--- src/rtl/br_pkg.sv ---
// Shared encodings for the EX-stage branch resolver: opcodes, FSM states, link register.
// Optional statistics counters in branch_resolve are enabled by BR_RESOLVE_STATS_EN.
package br_pkg;

  typedef enum logic [3:0] {
    BR_NONE = 4'd0,
    BR_BEQ  = 4'd1,
    BR_BNE  = 4'd2,
    BR_BLT  = 4'd3,
    BR_BGE  = 4'd4,
    BR_BLTU = 4'd5,
    BR_BGEU = 4'd6,
    BR_B    = 4'd7,
    BR_BL   = 4'd8,
    BR_JIRL = 4'd9
  } br_type_e;

  typedef enum logic [1:0] {
    ST_IDLE  = 2'd0,
    ST_REQ   = 2'd1,
    ST_DRAIN = 2'd2
  } br_state_e;

  localparam logic [4:0] LINK_REG = 5'd1;

  // BL always links through r1; JIRL links through its own rd field.
  function automatic logic [4:0] link_dest(input logic [3:0] br_type,
                                           input logic [4:0] rd_idx);
    return (br_type == BR_BL) ? LINK_REG : rd_idx;
  endfunction

  function automatic logic is_branch(input logic [3:0] br_type);
    return (br_type >= BR_BEQ) && (br_type <= BR_JIRL);
  endfunction

  function automatic logic is_link(input logic [3:0] br_type);
    return (br_type == BR_BL) || (br_type == BR_JIRL);
  endfunction

endpackage

--- src/rtl/br_cmp.sv ---
// 32-bit operand comparator: equality, signed less-than, unsigned less-than.
module br_cmp (
  input  logic [31:0] a,
  input  logic [31:0] b,
  output logic        eq,
  output logic        sl,
  output logic        ul
);

  assign eq = (a == b);
  assign sl = ($signed(a) < $signed(b));
  assign ul = (a < b);

endmodule

--- src/rtl/branch_resolve.sv ---
// EX-stage branch resolver: decides taken/target, holds a redirect until fetch accepts it.
// Define BR_RESOLVE_STATS_EN to add the br_cnt / taken_cnt statistics outputs.
//
// state    | meaning
// ---------+-----------------------------------------------------------
// ST_IDLE  | resolving EX instructions; taken branch launches a redirect
// ST_REQ   | redirect_valid high, waiting for if_ready
// ST_DRAIN | one bubble after acceptance; EX still treated as wrong path
module branch_resolve
  import br_pkg::*;
(
  input  logic        clk,
  input  logic        rst,
  input  logic        ex_valid,
  input  logic        ex_stall,
  input  logic [3:0]  br_type,
  input  logic [31:0] rj_data,
  input  logic [31:0] rd_data,
  input  logic [31:0] pc_ex,
  input  logic [31:0] offs,
  input  logic        if_ready,
  output logic        redirect_valid,
  output logic [31:0] redirect_pc,
  output logic        flush,
  output logic        br_busy,
  output logic        link_we,
  output logic [31:0] link_data
`ifdef BR_RESOLVE_STATS_EN
  ,
  output logic [31:0] br_cnt,
  output logic [31:0] taken_cnt
`endif
);

  br_state_e   state_q, state_d;
  logic [31:0] target_q, target_d;
  logic        flush_q, flush_d;

  logic        cmp_eq, cmp_sl, cmp_ul;
  logic        taken;
  logic        resolve;
  logic [31:0] target_base;
  logic [31:0] target_calc;

  br_cmp u_cmp (
    .a  (rj_data),
    .b  (rd_data),
    .eq (cmp_eq),
    .sl (cmp_sl),
    .ul (cmp_ul)
  );

  always_comb begin
    taken = 1'b0;
    case (br_type)
      BR_BEQ:  taken = cmp_eq;
      BR_BNE:  taken = !cmp_eq;
      BR_BLT:  taken = cmp_sl;
      BR_BGE:  taken = !cmp_sl;
      BR_BLTU: taken = cmp_ul;
      BR_BGEU: taken = !cmp_ul;
      BR_B,
      BR_BL,
      BR_JIRL: taken = 1'b1;
      default: taken = 1'b0;
    endcase
  end

  // Word-aligned target; low bits dropped by mask so the full sum stays used.
  assign target_base = (br_type == BR_JIRL) ? rj_data : pc_ex;
  assign target_calc = (target_base + offs) & 32'hFFFF_FFFC;

  // Only IDLE looks at EX; in REQ/DRAIN the EX slot holds wrong-path work.
  assign resolve = (state_q == ST_IDLE) && ex_valid && !ex_stall;

  always_comb begin
    state_d  = state_q;
    target_d = target_q;
    flush_d  = 1'b0;
    case (state_q)
      ST_IDLE: begin
        if (resolve && taken) begin
          state_d  = ST_REQ;
          target_d = target_calc;
          flush_d  = 1'b1;
        end
      end
      ST_REQ: begin
        if (if_ready) state_d = ST_DRAIN;
      end
      ST_DRAIN: begin
        state_d = ST_IDLE;
      end
      default: begin
        state_d = ST_IDLE;
      end
    endcase
  end

  always_ff @(posedge clk) begin
    if (rst) begin
      state_q  <= ST_IDLE;
      target_q <= '0;
      flush_q  <= 1'b0;
    end else begin
      state_q  <= state_d;
      target_q <= target_d;
      flush_q  <= flush_d;
    end
  end

  assign redirect_valid = (state_q == ST_REQ);
  assign redirect_pc    = target_q;
  assign flush          = flush_q;
  assign br_busy        = (state_q != ST_IDLE);
  assign link_we        = !rst && resolve && is_link(br_type);
  assign link_data      = pc_ex + 32'd4;

`ifdef BR_RESOLVE_STATS_EN
  logic [31:0] br_cnt_q, br_cnt_d;
  logic [31:0] taken_cnt_q, taken_cnt_d;

  always_comb begin
    br_cnt_d    = br_cnt_q;
    taken_cnt_d = taken_cnt_q;
    if (resolve && is_branch(br_type)) begin
      br_cnt_d = br_cnt_q + 32'd1;
      if (taken) taken_cnt_d = taken_cnt_q + 32'd1;
    end
  end

  always_ff @(posedge clk) begin
    if (rst) begin
      br_cnt_q    <= '0;
      taken_cnt_q <= '0;
    end else begin
      br_cnt_q    <= br_cnt_d;
      taken_cnt_q <= taken_cnt_d;
    end
  end

  assign br_cnt    = br_cnt_q;
  assign taken_cnt = taken_cnt_q;
`endif

endmodule

--- config.mk ---
export PLATFORM = sky130hd
export DESIGN_NAME = branch_resolve
export DESIGN_NICKNAME = d
export VERILOG_FILES = /design/src/rtl/br_pkg.sv /design/src/rtl/br_cmp.sv /design/src/rtl/branch_resolve.sv
export SDC_FILE = /design/constraint.sdc
export NUM_CORES = 1
export LEC_CHECK = 0
export ABC_AREA = 1
export ABC_CLOCK_PERIOD_IN_PS = 2500
export CAP_MARGIN = 20
export CORE_MARGIN = 2
export CORE_UTILIZATION = 35
export DETAILED_ROUTE_END_ITERATION = 10
export HOLD_SLACK_MARGIN = 0.08
export PLACE_DENSITY = 0.68
export REMOVE_ABC_BUFFERS = 1
export SYNTH_ARGS = -nofsm -noshare
export SYNTH_HDL_FRONTEND = slang
export SYNTH_SLANG_ARGS = --single-unit
--- constraint.sdc ---
create_clock -name clk -period 2.5 [get_ports clk]
set_clock_uncertainty 0.15 [all_clocks]
set_input_delay 0.25 -clock clk [delete_from_list [all_inputs] [get_ports clk]]
set_output_delay 0.25 -clock clk [all_outputs]
set_load 0.01 [all_outputs]
==> impl_metrics.prom, run 1 <==
# TYPE chip_impl_metric gauge
chip_impl_info{name="status",value="finished, violations left"} 1
chip_impl_info{name="failed_checks",value="negative setup slack"} 1
chip_impl_metric{name="total_of_fill_cells_in_the_finished_design",unit=""} 1135
chip_impl_info{name="cp-start-kind",value="input port"} 1
chip_impl_metric{name="layout_overhead_on_the_synthesized_area",unit="%"} 108
chip_impl_metric{name="synth_cell_types",unit=""} 40
chip_impl_metric{name="final_antenna_net_count",unit=""} 0
chip_impl_metric{name="wire_per_inst",unit="um"} 15.8
chip_impl_info{name="worst_hold_path_type",value="register to register"} 1
chip_impl_metric{name="yosysTopAreaCellShare",unit=""} 0.163
chip_impl_metric{name="crit_buf_inv",unit=""} 5
chip_impl_info{name="post-synth-top-area-cell",value="nand2_1"} 1
chip_impl_metric{name="achievable_frequency",unit="GHz"} 0.392
chip_impl_metric{name="core_region_area",unit="mm^2"} 0.0151
chip_impl_metric{name="synth_warnings",unit=""} 0
chip_impl_metric{name="synth_area_per_cell",unit="um^2"} 5.84
chip_impl_metric{name="synth_instances",unit=""} 928
chip_impl_info{name="rsz0062_at_grt",value="true"} 1
chip_impl_metric{name="die_w",unit="um"} 128
chip_impl_metric{name="irDropWorstVdd",unit="mV"} 0.231
chip_impl_metric{name="synth_edf_count",unit=""} 0
chip_impl_metric{name="power_density",unit="mW/mm^2"} 312
chip_impl_metric{name="ios",unit=""} 205
chip_impl_metric{name="floorplan.initialDensity",unit=""} 0.358
chip_impl_metric{name="arrival",unit="ns"} 2.57
chip_impl_metric{name="port-buffer-count",unit=""} 202
chip_impl_metric{name="gr-usage-all-layers",unit=""} 0.254
chip_impl_metric{name="clock_sink_count",unit=""} 33
chip_impl_metric{name="timing.final.max_slew_violations",unit=""} 0
chip_impl_info{name="worst-setup-path-type",value="input port to register"} 1
chip_impl_metric{name="routed-via-count",unit=""} 7708
chip_impl_metric{name="row_count",unit=""} 45
chip_impl_metric{name="final_layout_size_suffix_gt1_frac",unit=""} 0.468
chip_impl_metric{name="drt-pass1-iter-count",unit=""} 5
chip_impl_metric{name="synth.yosys.seq_area_share",unit=""} 0.122
chip_impl_metric{name="antenna_found_initial",unit=""} 2
chip_impl_metric{name="place_worst_setup_slack",unit="ns"} -1.12
chip_impl_metric{name="final_period_minus_worst_setup_slack",unit="ns"} 2.55
chip_impl_info{name="cp_cell_sequence",value="buf_6 > nor2_4 > nand2_4 > inv_8 > buf_8 > buf_12 > nand2_4 > o21ai_4 > ha_4 > a21oi_2 > nor2_1 > nor2_1 > nand2_2 > inv_1 > nand2_1 > nand2_1 > nand2_2 > xor2_1 > nand3_2 > nand2_1 > nor2_1"} 1
chip_impl_metric{name="grt_pass1_wl",unit="um"} 34100
chip_impl_metric{name="drc_errors",unit=""} 0
chip_impl_info{name="ys.flop_type",value="dfxtp_1"} 1
chip_impl_metric{name="gr-total-overflow",unit=""} 0
chip_impl_metric{name="grt_start_max_net_pins",unit=""} 62
chip_impl_metric{name="maxCapViolCount",unit=""} 0
chip_impl_metric{name="leakagePower",unit="nW"} 5.33
chip_impl_info{name="timing.critical_path.max_delay_family",value="simple AND/OR/NAND/NOR gates"} 1
chip_impl_metric{name="netlist_area",unit="mm^2"} 0.00542
chip_impl_metric{name="ctsHoldBuffers",unit=""} 0
chip_impl_metric{name="setup_viol",unit=""} 5
chip_impl_metric{name="layout.nets",unit=""} 1537
chip_impl_info{name="crit_slowest_cell",value="ha_4"} 1
chip_impl_metric{name="stdcell_area",unit="mm^2"} 0.0113
chip_impl_metric{name="post-route-worst-setup-slack",unit="ns"} -0.0485
chip_impl_metric{name="detailed_route_wl",unit="um"} 24100
chip_impl_metric{name="critPathRequiredTime",unit="ns"} 2.52
chip_impl_metric{name="first_global_vias",unit=""} 7275
chip_impl_metric{name="dpl_cell_area",unit="mm^2"} 0.00892
chip_impl_metric{name="critical_path.max_stage_delay",unit="ns"} 0.25
chip_impl_metric{name="final_hold_viol_count",unit=""} 0
chip_impl_metric{name="synth_seq_cells",unit=""} 33
chip_impl_metric{name="die_area",unit="mm^2"} 0.0165
chip_impl_metric{name="drtIter0Drc",unit=""} 376
chip_impl_metric{name="critical_path.max_fanout",unit=""} 8
chip_impl_metric{name="asyncSetResetFlopFracSynth",unit=""} 0
chip_impl_metric{name="timing.final.crit_share",unit=""} 1.02
chip_impl_info{name="cts_tree",value="yes"} 1
chip_impl_metric{name="vias_per_cell",unit=""} 5.05
chip_impl_metric{name="globalplace.congestion",unit=""} 0.888
chip_impl_metric{name="cts-buffers-inserted",unit=""} 5
chip_impl_metric{name="chipHeight",unit="um"} 128
chip_impl_metric{name="dp.final_hpwl",unit="um"} 17000
chip_impl_metric{name="clk-insertion-delay-late",unit="ns"} 0.27
chip_impl_info{name="ctsRootBufferMaster",value="clkbuf_16"} 1
chip_impl_metric{name="max-clock-path-buffers",unit=""} 2
chip_impl_metric{name="cts.reportedPaths.clkPinSlew",unit="ns"} 0.05
chip_impl_metric{name="h-tree-depth",unit=""} 2
chip_impl_info{name="ys_top_cells_by_area",value="nand2_1, ha_1, dfxtp_1, inv_1, a21oi_1"} 1
chip_impl_info{name="timing.critical_path.to_type",value="register"} 1
==> placed cells by master, fill, tap and decap left out, drive strengths merged, types with 8 or more instances in the layout <==
| cell | instances |
|---|---|
| nand2 | 245 |
| clkdlybuf4s15 | 8 |
| nor3 | 24 |
| nor2 | 102 |
| ha | 63 |
| o21ai | 57 |
| clkdlybuf4s50 | 101 |
| a21oi | 79 |
| dlymetal6s2s | 17 |
| inv | 147 |
| xnor2 | 10 |
| clkbuf | 14 |
| dlygate4sd2 | 55 |
| buf | 235 |
| nand3 | 61 |
| xor2 | 38 |
| dfxtp | 33 |
==> logic make-up after synthesis <==
family,share of synthesized area
AND/OR/NAND/NOR,0.375
buffers and inverters,0.123
AO/OA/AOI/OAI,0.154
adder cells (fa/ha/maj),0.145
XOR/XNOR,0.0775
flip-flops,0.122
other,0.000692
multiplexers,0.00185
==> report_power, final <==
group	switching [mW]	internal, mW
clock network	0.200	0.354
logic	1.21	1.18
registers	0.0195	0.558
==> state kept, by name, indices dropped and copies added, names as in the netlist <==
signal,flops
state_q,2
redirect_pc,30
flush,1
==> stage by stage <==
step | std cells | utilization | TNS [ns] | hold slack, ns | power [mW]
floorplan | 905 | - | -14.89 | 0.169 | 1.37
global placement | 1468 | 0.589 | -32.94 | 0.280 | 2.26
detailed placement | 1468 | 0.589 | -34.31 | 0.295 | 2.28
CTS | 1506 | 0.663 | -0.503 | 0.303 | 3.11
global route | 1525 | 0.743 | -2.56 | 0.318 | 3.72
finish | 1525 | 0.743 | -0.129 | 0.297 | 3.52
==> path summary, 6_finish.rpt <==
path,to,slack [ns],startpoint,depth (start not counted)
max,redirect_pc[15],-0.05,br_type[1],21
min,state_q[1],0.30,state_q[1],1
max reg2reg,redirect_pc[22],0.90,state_q[1],7
min reg2reg,state_q[1],0.30,state_q[1],1
==> worst reg2reg max path, stage by stage, from the launching register on <==
cell	delay, ns
dfxtp_1	0.32
nor2_1	0.14
nand2_1	0.10
nor2_4	0.16
buf_12	0.33
nand3_1	0.16
nand2_1	0.09
nor2_1	0.04
==> cell usage after synthesis, drive strengths merged (10+ instances only) <==
cell type  count
nand2        245
xnor2         10
nor2         102
ha            63
dfxtp         33
inv          147
clkbuf        13
xor2          38
a21oi         79
buf           11
nor3          24
o21ai         57
nand3         61
==> per-layer routing <==
| layer | wire length [um] | GRT usage |
|---|---|---|
| met2 | 12300 | 0.466 |
| met5 | 0 | 0 |
| met4 | 722 | 0.0814 |
| met3 | 1190 | 0.0308 |
| met1 | 9850 | 0.308 |
==> layout make-up <==
cell class / count / area (um^2) / area share
Multi-Input combinational cell: 725 / 5790 / 0.515
Timing Repair Buffer: 425 / 3870 / 0.344
Sequential cell: 33 / 661 / 0.0587
Inverter: 147 / 567 / 0.0503
Tap cell: 188 / 235 / 0.0209
Clock buffer: 5 / 125 / 0.0111
Clock inverter: 1 / 5.00 / 0.000444
Antenna cell: 1 / 2.50 / 0.000222
==> what timing repair did <==
item / in CTS / in global routing
gates cloned: 6 / 3
setup buffers: 27 / 19
gates resized for setup: 359 / 306
setup endpoints to repair: 56 / 45
pin swaps: 106 / 162
Note: power is estimated with default switching activity, not from simulation.
==> run 2: changes to the inputs <==
Settings changed: MAX_ROUTING_LAYER set to met4, SLEW_MARGIN set to 20.
==> impl_metrics.prom, run 2 (synthesis results as in run 1) <==
# TYPE chip_impl_metric gauge
chip_impl_metric{name="irDropWorstVdd",unit="mV"} 0.273
chip_impl_metric{name="detailed_route_wl",unit="um"} 26200
chip_impl_metric{name="globalplace.congestion",unit=""} 0.902
chip_impl_info{name="final_common_cell",value="buf_4"} 1
chip_impl_metric{name="met3_wirelength",unit="um"} 1220
chip_impl_info{name="failed_checks",value="negative setup slack"} 1
chip_impl_metric{name="final_period_minus_worst_setup_slack",unit="ns"} 2.51
chip_impl_metric{name="antennaDiodeCount",unit=""} 0
chip_impl_metric{name="setup_viol",unit=""} 2
chip_impl_metric{name="drt-pass1-iter-count",unit=""} 5
chip_impl_metric{name="drtIter0Drc",unit=""} 444
chip_impl_metric{name="grt_start_max_net_pins",unit=""} 62
chip_impl_metric{name="first_global_vias",unit=""} 7155
chip_impl_metric{name="final_layout_size_suffix_gt1_frac",unit=""} 0.481
chip_impl_metric{name="max-clock-path-buffers",unit=""} 2
chip_impl_metric{name="floorplan.initialDensity",unit=""} 0.358
chip_impl_info{name="cp-start-kind",value="input port"} 1
chip_impl_metric{name="leakagePower",unit="nW"} 5.75
chip_impl_metric{name="gr-total-overflow",unit=""} 0
chip_impl_info{name="cts_tree",value="yes"} 1
chip_impl_metric{name="achievable_frequency",unit="GHz"} 0.398
chip_impl_metric{name="final_hold_viol_count",unit=""} 0
chip_impl_metric{name="power_density",unit="mW/mm^2"} 314
chip_impl_metric{name="grt_pass1_wl",unit="um"} 34000
chip_impl_metric{name="dp.final_hpwl",unit="um"} 16900
chip_impl_metric{name="die_area",unit="mm^2"} 0.0165
chip_impl_metric{name="antenna_found_initial",unit=""} 1
chip_impl_metric{name="chipHeight",unit="um"} 128
chip_impl_metric{name="critical_path.max_fanout",unit=""} 6
chip_impl_info{name="rsz0062_at_grt",value="true"} 1
chip_impl_metric{name="final_antenna_net_count",unit=""} 0
chip_impl_metric{name="cts-buffers-inserted",unit=""} 5
chip_impl_metric{name="drc_errors",unit=""} 0
chip_impl_metric{name="arrival",unit="ns"} 2.54
chip_impl_metric{name="vias_per_cell",unit=""} 5.17
chip_impl_metric{name="clock_sink_count",unit=""} 33
chip_impl_metric{name="wire_per_inst",unit="um"} 17.1
chip_impl_metric{name="fin_tns_setup",unit="ns"} -0.0144
chip_impl_info{name="worst-setup-path-type",value="input port to register"} 1
chip_impl_metric{name="hold_depth",unit=""} 1
chip_impl_metric{name="die_w",unit="um"} 128
chip_impl_info{name="status",value="finished, violations left"} 1
chip_impl_metric{name="port-buffer-count",unit=""} 202
chip_impl_info{name="most-common-layout-cells",value="buf_4, nand2_1, clkdlybuf4s50_1"} 1
chip_impl_info{name="ctsRootBufferMaster",value="clkbuf_16"} 1
chip_impl_metric{name="h-tree-depth",unit=""} 2
chip_impl_metric{name="critPathRequiredTime",unit="ns"} 2.53
chip_impl_info{name="worst_hold_path_type",value="register to register"} 1
chip_impl_metric{name="routed-via-count",unit=""} 7926
chip_impl_metric{name="maxCapViolCount",unit=""} 0
chip_impl_metric{name="layout.core_utilization",unit=""} 0.780
chip_impl_metric{name="layout_overhead_on_the_synthesized_area",unit="%"} 118
chip_impl_metric{name="ios",unit=""} 205
chip_impl_metric{name="row_count",unit=""} 45
chip_impl_metric{name="layout.nets",unit=""} 1544
chip_impl_metric{name="timing.final.crit_share",unit=""} 1.01
chip_impl_metric{name="core_region_area",unit="mm^2"} 0.0151
chip_impl_metric{name="post-route-worst-setup-slack",unit="ns"} -0.0134
chip_impl_metric{name="clk-insertion-delay-late",unit="ns"} 0.28
chip_impl_metric{name="wl_met1",unit="um"} 10800
chip_impl_metric{name="largest_register_ff_count",unit=""} 30
chip_impl_metric{name="timing.final.max_slew_violations",unit=""} 0
chip_impl_metric{name="cts.reportedPaths.clkPinSlew",unit="ns"} 0.05
chip_impl_info{name="highest-signal-layer",value="met4"} 1
chip_impl_metric{name="dr_wl_met2",unit="um"} 13600
chip_impl_info{name="timing.critical_path.to_type",value="register"} 1
chip_impl_metric{name="reg2regPathDepth",unit=""} 7
chip_impl_metric{name="gr-usage-all-layers",unit=""} 0.263
## run 2: cell types whose count changed in the layout (fill, tap and decap cells not counted), moves of 6 or more
| cell | delta |
|---|---|
| o21ai_4 | +8 |
| a21oi_1 | +8 |
| nor2_1 | -7 |
| dlygate4sd2_1 | -36 |
| nand2_1 | +9 |
| nand2_2 | -15 |
| inv_2 | +6 |
| inv_1 | -7 |
| dlymetal6s2s_1 | +44 |
| ha_1 | -10 |
| a21oi_4 | -7 |
| ha_4 | +8 |
| o21ai_0 | -8 |
## run 2: layout make-up
| cell class | count | area [um^2] |
|---|---|---|
| well taps | 188 | 235 |
| multi-input cells | 725 | 6020 |
| repair buffers | 432 | 4190 |
| clock buffers | 8 | 136 |
| inverters | 147 | 574 |
| flip-flops and latches | 33 | 661 |
| fillers | 1004 | 3330 |
## run 2: metrics by stage
step	area, um^2	worst slack [ns]	cells	total power [mW]	hold WS [ns]
floorplan	5310	-0.705	905	1.37	0.169
global placement	8910	-0.902	1467	2.27	0.281
detailed placement	8910	-0.918	1467	2.28	0.286
CTS	9870	-0.0878	1513	3.12	0.295
global route	11800	-0.162	1533	3.90	0.305
finish	11800	-0.0134	1533	3.71	0.294
## run 2: repair_timing
item	in CTS	in global routing
resized for setup	231	463
setup endpoints to repair	56	47
gates cloned	4	7
hold buffers	0	0
pin swaps	64	154
buffers inserted	34	14
## run 2: layer usage
metal | up-vias | GRT usage
met4 | 0 | 0.0569
met1 | 3756 | 0.333
li1 | 3836 | -
met2 | 277 | 0.463
met5 | - | -
met3 | 57 | 0.0158
## run 2: final timing paths
kind	from	to	slack [ns]
setup / recovery	br_type[3]	redirect_pc[27]	-0.01
hold / removal	state_q[1]	state_q[1]	0.29
setup reg to reg	state_q[1]	redirect_pc[11]	0.91
hold reg to reg	state_q[1]	state_q[1]	0.29
## run 2: report_power, final
group / internal, mW / switching, mW
sequential: 0.557 / 0.0168
combinational: 1.26 / 1.28
clock: 0.370 / 0.215
## run 2: critical path: stages
cell      delay, ns
buf_6          0.10
inv_4          0.05
nor2_4         0.04
nand2_4        0.09
clkinv_8       0.09
buf_12         0.14
buf_16         0.13
nand2_1        0.08
o21ai_2        0.08
ha_4           0.32
nand2_2        0.11
nor2_2         0.16
inv_2          0.10
nor2_4         0.10
nand3_1        0.10
nand2_2        0.14
nand2_1        0.09
nand2_1        0.06
nand2_1        0.05
nand2_1        0.06
nand3_1        0.07
nand2_1        0.07
nor2_1         0.04
==> variant (config.mk and constraints of run 2) <==
Build with the macro `BR_RESOLVE_STATS_EN` defined.
--- a/src/rtl/branch_resolve.sv
+++ b/src/rtl/branch_resolve.sv
@@ -7,4 +7,6 @@
 // ST_REQ   | redirect_valid high, waiting for if_ready
 // ST_DRAIN | one bubble after acceptance; EX still treated as wrong path
+`define BR_RESOLVE_STATS_EN
+
 module branch_resolve
   import br_pkg::*;
Function (old outputs only; new: br_cnt and taken_cnt): kept (Yosys induction, for registers that start in step).
==> variant against run 2 <==
The run still ends with negative setup slack left. Sequential cell count rose by 64. Total power rose by 50%. Via count is 44% higher. Routed wire length increased by 39%. Largest cell class unchanged. Synthesized area up 62%. Final area increased by 37%. Maximum frequency down 5.3%. Worst setup slack worse by 0.14 ns. Highest routed layer unchanged. Non-clock buffer count up 113.
==> variant: results (changes against run 2) <==
* Status: complete, but fails checks
* Failing checks: negative setup slack
* Data arrival time of the worst path at 2.76 ns (+0.22 ns)
* Fin worst setup slack at -0.155 ns (-0.142 ns)
* DR WL met3 at 1980 um (+63%)
* Synth top area cells: dfxtp_1 22%, nand2_1 14%, ha_1 9.2%
* Full die area at 26400 sq um (+60%)
* Via count at 11418 (+44%)
* Via-to-Cell Ratio at 4.98 (-3.6%)
* GP Congestion at 0.935 (+3.6%)
* WL per Instance at 15.9 um (-6.9%)
* Area of the multi-input gates at 7550 sq um (+25%)
* Syn_area_per_cell at 6.15 sq um (+5.2%)
* Seq/total area at 12.0% (+6.4 points)
* Layout Nets at 2158 (+40%)
* Reg-to-reg endpoint: br_cnt[31]
* M1 WL at 15000 um (+39%)
* Distinct cells, synth at 50 (+25%)
* First-pass GRT wire length at 53100 um (+56%)
* Final setup fails at 10 (+8)
* Input/output buffers at 266 (+32%)
* Sequential cells at 97 (+190%)
* Fillers at 2090 (+110%)
* #MultiIn Comb at 1092 (+51%)
* Post-synthesis sequential area ratio at 22.1% (+9.9 points)
variant: kinds of logic (layout without fill, tap and decap cells):
family / Yosys count / after routing / share of synthesized area, %
AO/OA/AOI/OAI: 189 / 189 / 11.7
XOR/XNOR: 82 / 82 / 8.16
adder cells (fa/ha/maj): 65 / 65 / 9.24
buffers and inverters: 247 / 772 / 11.4
flip-flops: 97 / 97 / 22.1
multiplexers: 9 / 9 / 1.14
other: 1 / 3 / 0.0426
AND/OR/NAND/NOR: 743 / 745 / 36.3
variant: worst register-to-register path: stages (launching register included):
cell and delay (ns):
dfxtp_1 0.42, inv_1 0.09, nor3_1 0.27, inv_1 0.12, nor2_1 0.21, nand3_1 0.16, nor3_2 0.22, nand2_1 0.11
nor2_1 0.16, a21oi_1 0.08, o21a_1 0.12
variant: power breakdown:
| group | internal, mW | switching, mW | total, mW |
|---|---|---|---|
| clock network | 0.806 | 0.692 | 1.50 |
| registers | 1.57 | 0.0179 | 1.59 |
| logic | 1.23 | 1.25 | 2.47 |
